<file path="config.mk">
export PLATFORM = sky130hd
export DESIGN_NAME = ram_boot_arbiter
export DESIGN_NICKNAME = d
export VERILOG_FILES = /design/src/rtl/pkg_ram.sv /design/src/rtl/ram_port_mux.sv /design/src/rtl/ram_boot_arbiter.sv
export SDC_FILE = /design/constraint.sdc
export NUM_CORES = 1
export LEC_CHECK = 0
export ABC_AREA = 1
export CAP_MARGIN = 0
export CORE_MARGIN = 2
export CORE_UTILIZATION = 40
export DETAILED_ROUTE_END_ITERATION = 8
export PLACE_DENSITY_LB_ADDON = 0.1
export REMOVE_ABC_BUFFERS = 1
export SLEW_MARGIN = 20
export SYNTH_ARGS = -nofsm -noshare
export SYNTH_HDL_FRONTEND = slang
export SYNTH_SLANG_ARGS = --single-unit
</file>
<file path="constraint.sdc">
create_clock -name clk -period 3.2 [get_ports clk]
set_clock_uncertainty 0.2 [all_clocks]
set_input_delay 0.32 -clock clk [delete_from_list [all_inputs] [get_ports clk]]
set_output_delay 0.32 -clock clk [all_outputs]
set_load 0.02 [all_outputs]
</file>
<file path="src/rtl/pkg_ram.sv">
// Shared RAM port definitions: op encodings, field widths and boot sequencing states.
package pkg_ram;

  localparam int unsigned RAM_ADDRW = 16;
  localparam int unsigned RAM_SIZEW = 2;
  localparam int unsigned RAM_OPW   = 2;
  localparam int unsigned RAM_QUAD  = 32;

  localparam logic [RAM_OPW-1:0] RAM_NOP   = 2'd0;
  localparam logic [RAM_OPW-1:0] RAM_LOAD  = 2'd1;
  localparam logic [RAM_OPW-1:0] RAM_STORE = 2'd2;

  typedef enum logic [1:0] {
    BOOT_LOAD  = 2'd0,
    BOOT_DRAIN = 2'd1,
    BOOT_RUN   = 2'd2,
    BOOT_HOLD  = 2'd3
  } boot_state_t;

  typedef struct packed {
    logic [RAM_OPW-1:0]   op;
    logic [RAM_ADDRW-1:0] addr;
    logic [RAM_SIZEW-1:0] size;
    logic [RAM_QUAD-1:0]  data;
  } ram_req_t;

endpackage

</file>
<file path="src/rtl/ram_port_mux.sv">
// Registered two-master RAM port mux; drives an all-zero NOP request when disabled.
module ram_port_mux
  import pkg_ram::*;
(
  input  logic     clk,
  input  logic     rst,
  input  logic     en_i,
  input  logic     sel_i,
  input  ram_req_t a_i,
  input  ram_req_t b_i,
  output ram_req_t q_o
);

  ram_req_t q_q;
  ram_req_t q_d;

  always_comb begin
    q_d = '0;
    if (en_i) begin
      q_d = sel_i ? b_i : a_i;
    end
  end

  always_ff @(posedge clk) begin
    if (rst) begin
      q_q <= '0;
    end else begin
      q_q <= q_d;
    end
  end

  assign q_o = q_q;

endmodule

</file>
<file path="src/rtl/ram_boot_arbiter.sv">
// Boot sequencer owning the single RAM port: loader first, then a drain window,
// then the CPU; a reload request parks the CPU in reset and re-enters loading.
module ram_boot_arbiter
  import pkg_ram::*;
#(
  parameter int unsigned DRAIN_CYCLES = 4,
  parameter int unsigned CNTW         = pkg_ram::RAM_ADDRW + 1
) (
  input  logic                 clk,
  input  logic                 rst,
  input  logic [RAM_OPW-1:0]   ld_op,
  input  logic [RAM_ADDRW-1:0] ld_addr,
  input  logic [RAM_SIZEW-1:0] ld_size,
  input  logic [RAM_QUAD-1:0]  ld_data,
  input  logic                 ld_done,
  input  logic [RAM_OPW-1:0]   cpu_op,
  input  logic [RAM_ADDRW-1:0] cpu_addr,
  input  logic [RAM_SIZEW-1:0] cpu_size,
  input  logic [RAM_QUAD-1:0]  cpu_data,
  input  logic                 reload,
  output logic [RAM_OPW-1:0]   ram_op,
  output logic [RAM_ADDRW-1:0] ram_addr,
  output logic [RAM_SIZEW-1:0] ram_size,
  output logic [RAM_QUAD-1:0]  ram_data,
  output logic                 cpu_rst,
  output logic                 cpu_stall,
  output logic [CNTW-1:0]      loaded_bytes,
  output logic                 err_late,
  output logic [1:0]           state
);

  localparam int unsigned DCW = $clog2(DRAIN_CYCLES + 1);
  localparam logic [DCW-1:0] DRAIN_RELOAD = DCW'(DRAIN_CYCLES - 1);

  boot_state_t     state_q, state_d;
  logic [DCW-1:0]  drain_q, drain_d;
  logic [CNTW-1:0] loaded_q, loaded_d;
  logic            err_q, err_d;
  logic            mux_en, mux_sel;

  ram_req_t ld_req, cpu_req, ram_req;

  assign ld_req  = '{op: ld_op, addr: ld_addr, size: ld_size, data: ld_data};
  assign cpu_req = '{op: cpu_op, addr: cpu_addr, size: cpu_size, data: cpu_data};

  always_comb begin
    state_d  = state_q;
    drain_d  = drain_q;
    loaded_d = loaded_q;
    err_d    = err_q;
    mux_en   = 1'b0;
    mux_sel  = 1'b0;

    unique case (state_q)
      BOOT_LOAD: begin
        mux_en = 1'b1;
        if (ld_op == RAM_STORE && loaded_q != '1) begin
          loaded_d = loaded_q + CNTW'(1);
        end
        if (ld_done) begin
          state_d = BOOT_DRAIN;
          drain_d = DRAIN_RELOAD;
        end
      end
      BOOT_DRAIN: begin
        mux_en = 1'b1;
        if (ld_op == RAM_STORE && loaded_q != '1) begin
          loaded_d = loaded_q + CNTW'(1);
        end
        // A late store restarts the idle window so it fully drains before handover.
        if (!ld_done) begin
          state_d = BOOT_LOAD;
        end else if (ld_op != RAM_NOP) begin
          drain_d = DRAIN_RELOAD;
        end else if (drain_q == '0) begin
          state_d = BOOT_RUN;
        end else begin
          drain_d = drain_q - DCW'(1);
        end
      end
      BOOT_RUN: begin
        mux_en  = 1'b1;
        mux_sel = 1'b1;
        if (ld_op != RAM_NOP) begin
          err_d = 1'b1;
        end
        if (reload) begin
          state_d = BOOT_HOLD;
        end
      end
      BOOT_HOLD: begin
        if (!ld_done) begin
          state_d  = BOOT_LOAD;
          loaded_d = '0;
        end
      end
      default: state_d = BOOT_LOAD;
    endcase
  end

  always_ff @(posedge clk) begin
    if (rst) begin
      state_q  <= BOOT_LOAD;
      drain_q  <= '0;
      loaded_q <= '0;
      err_q    <= 1'b0;
    end else begin
      state_q  <= state_d;
      drain_q  <= drain_d;
      loaded_q <= loaded_d;
      err_q    <= err_d;
    end
  end

  ram_port_mux u_mux (
    .clk   (clk),
    .rst   (rst),
    .en_i  (mux_en),
    .sel_i (mux_sel),
    .a_i   (ld_req),
    .b_i   (cpu_req),
    .q_o   (ram_req)
  );

  assign ram_op       = ram_req.op;
  assign ram_addr     = ram_req.addr;
  assign ram_size     = ram_req.size;
  assign ram_data     = ram_req.data;
  assign cpu_rst      = (state_q != BOOT_RUN);
  assign cpu_stall    = (state_q != BOOT_RUN);
  assign loaded_bytes = loaded_q;
  assign err_late     = err_q;
  assign state        = state_q;

endmodule

</file>
==> key figures, run 1 <==
Status
  • Status: completed

Synthesis
  • Post-Syn Instances: 414
  • Register area share after synthesis: approximately half
  • Largest area contributor in the netlist: dfxtp_1
  • Warnings from Yosys: 0
  • Cell variety after synth: 22
  • Post-synth top area share: 49.77%
  • Synth Register Bits: 75
  • Synth area leaders: dfxtp_1 (50%), nor2_1 (16%), nor3_1 (9.0%)
  • Cell area after synthesis: 3017 um^2
  • Avg Synthesized Cell Area: 7.287 um^2

Placement
  • Placed instance area: slightly below 5000 um^2
  • Pre-CTS setup slack: 0.4630 ns
  • DP HPWL: 7.387 mm
  • GPL Wtd Cong: 0.8659
  • Port Buf Inserts: roughly 180

Worst hold path
  • Min-Delay Startpoint: drain_q[2]$_SDFFE_PP0P_
  • Hold Path Class: flip-flop to flip-flop
  • Min-Delay Path Depth: 2
  • Hold path endpoint: drain_q[2]$_SDFFE_PP0P_

Clock tree
  • H-tree depth: 3
  • Clk buf depth: 2
  • Cts bufs inserted: 9
  • Post-CTS sizing: 0
  • CTS root buffer: clkbuf_8
  • CTS Hold Bufs: 0
  • Worst-path clk slew: ~0.080 ns
  • CTS tree: yes
  • Clk sinks: 75
  • Post-CTS Setup Bufs: 0
  • Clock latency on the worst-skew pair: 0.33 ns

Route
  • Vias: 3280
  • Met2 wire length: 4.970 mm
  • Wl on met1: 3.844 mm
  • Drt initial violations: ~130
  • Avg WL per Cell: 14.08 um
  • Antenna-violating nets left: 0
  • DR top layer: met4
  • Vias per std cell: 4.733
  • Routed WL: 9.757 mm
  • DRT Pass-1 Iters: 4
  • Metal3 WL: 731 um
  • DRC: 0

Floorplanning
  • Die height: a little over 90 um
  • I/O Pins: between 150 and 200
  • Starting density of the core: 41.37%
  • Core area: 7292 um^2
  • DIE WIDTH: about 90 um
  • Row cnt: 31
  • Die footprint: 8252 um^2

Timing
  • Setup WS post-layout: between 0.4 and 0.5 ns
  • Period minus WS final: 2.787 ns
  • Setup tns final: 0 ns
  • RSZ-0062 raised after global routing: no
  • Final hold vios: 0
  • Max Freq: 0.3588 GHz
  • Final period util: 87.09%
  • Final setup viols: 0
  • Worst-Margin Slew: about 0.66 ns
  • Slew margin rel.: 56.14%
  • Fin. max-slew vios: 0

Global routing
  • GR Overflow Total: 0
  • Vias in the first global route: 3196
  • Largest net degree at the start of global routing: 54
  • Global-route wire length before repair: 15.57 mm
  • Total Routing Usage GR: 23.53%
  • Antenna violations before repair: 0

Worst setup path
  • Worst r2r path cells: 12
  • CP arrival: ~2.8 ns
  • Critical path endpoint category: flip-flop
  • CP required: 3.20 ns
  • Reg-to-reg endpoint: loaded_bytes[6]$_SDFFE_PP0P_
  • R2R Setup Slk: 0.41 ns
  • Critical R2R Launch: loaded_bytes[1]$_SDFFE_PP0P_
  • Crit Path Class: flip-flop to flip-flop
  • CP max FO: 20
  • Crit start category: flip-flop

Layout
  • Post-route cell area: slightly above 5000 um^2
  • Final #Nets: 702
  • ANT cells: 0
  • Fraction of layout cells with a size suffix above 1: 3.704%
  • Area delta synth->final: 66.90%

Power
  • Static Leak: 0.002077 uW
  • Max VDD drop: about 0.24 mV
  • Pwr Density: 399.6 nW/um^2
  • Power, Total: ~2000 uW

Flow run
  • Max cap viols: 0
## logic make-up (layout without fill, tap and decap cells)
kind of cell	count (synthesis)	after routing	synth area share (%)
AND/OR/NAND/NOR	259	259	36.25
flip-flops	75	75	49.77
buffers and inverters	51	231	7.466
AO/OA/AOI/OAI	23	23	4.272
adder cells (fa/ha/maj)	4	4	1.659
XOR/XNOR	2	2	0.5808
## power by group
| part | switching, uW | internal (uW) |
|---|---|---|
| sequential | 17.0 | 982 |
| combinational | 169 | 224 |
| clock | 322 | 299 |
## layer usage
layer / vias to the layer above / global-route usage [%]
li1: 1667 / -
met1: 1467 / 26.16
met2: 130 / 42.23
met3: 16 / 6.761
met4: 0 / 9.217
met5: - / 0
## cell usage after synthesis
cell,instances
nand2_1,50
buf_6,2
nand4_1,9
nand2_2,2
o22ai_1,1
nor3_1,54
inv_1,31
nor2_2,2
a211oi_1,2
clkbuf_1,4
nor2_1,131
xor2_1,2
ha_1,4
inv_2,1
nand3_1,8
a21oi_1,10
buf_2,12
dfxtp_1,75
o21bai_1,3
nand3b_1,3
o21ai_0,7
buf_4,1
## cell usage in the layout (no fill, tap or decap), types with 2 or more instances in the layout
master           instances
buf_4                    3
nand3_1                  8
clkbuf_1                 3
clkbuf_8                10
xor2_1                   2
nand3b_1                 3
nor2_2                   2
nand2_1                 49
nand4_1                  9
dfxtp_1                 74
nand2_2                  3
ha_1                     4
a21oi_1                 10
nor2_1                 131
clkdlybuf4s50_1        181
o21bai_1                 3
nor3_1                  54
a211oi_1                 2
inv_1                   31
o21ai_0                  7
## stage by stage
stage,utilization [%],std cells,hold slack (ns)
after floorplan,-,395,0.1891
after global placement,66.83,678,0.2556
after detailed placement,66.83,678,0.2797
after CTS,69.05,693,0.2909
after global routing,69.05,693,0.3153
final,69.05,693,0.2823
## registers in the layout, indices dropped and copies added, names as in the netlist, named ones only
signal / cells
err_late: 1
drain_q: 3
loaded_bytes: 17
u_mux.q_o: 52
state: 1
## worst max-delay path by stage
stage	startpoint	end	slack (ns)
after floorplan	flip-flop	u_mux.q_o[17]$_SDFF_PP0_	0.28
after global placement	loaded_bytes[0]$_SDFFE_PP0P_	loaded_bytes[7]$_SDFFE_PP0P_	0.61
after detailed placement	loaded_bytes[1]$_SDFFE_PP0P_	loaded_bytes[4]$_SDFFE_PP0P_	0.46
after CTS	loaded_bytes[1]$_SDFFE_PP0P_	loaded_bytes[4]$_SDFFE_PP0P_	0.43
after global routing	loaded_bytes[1]$_SDFFE_PP0P_	loaded_bytes[4]$_SDFFE_PP0P_	0.02
final	loaded_bytes[1]$_SDFFE_PP0P_	loaded_bytes[6]$_SDFFE_PP0P_	0.41
## final cells by class
cell class | instances | area (um^2)
Sequential cell | 75 | 1503
Fill cell | 617 | 2257
Timing Repair Buffer | 184 | 1834
Clock inverter | 2 | 12.51
Multi-Input combinational cell | 288 | 1292
Tap cell | 99 | 123.9
Clock buffer | 13 | 148.9
Inverter | 32 | 120.1
## worst max-delay path, stage by stage, from the launching register on
cell and delay, ns:
dfxtp_1 0.39, ha_1 0.21, nand3_1 0.08, nor2_1 0.29, nand4_1 0.15, nor3_1 0.19, ha_1 0.21, nor2_1 0.05
nand2_1 0.05, nand2_1 0.39, nand2_2 0.21, xor2_1 0.17, nor2_1 0.06
Power figures use the tool's default switching activity.
==> run 2, diff against run 1 <==
- SKIP_CTS_REPAIR_TIMING: default -> 1
==> results of run 2 <==
Same layout as run 1: the final DEF is identical, and so are final timing and power.
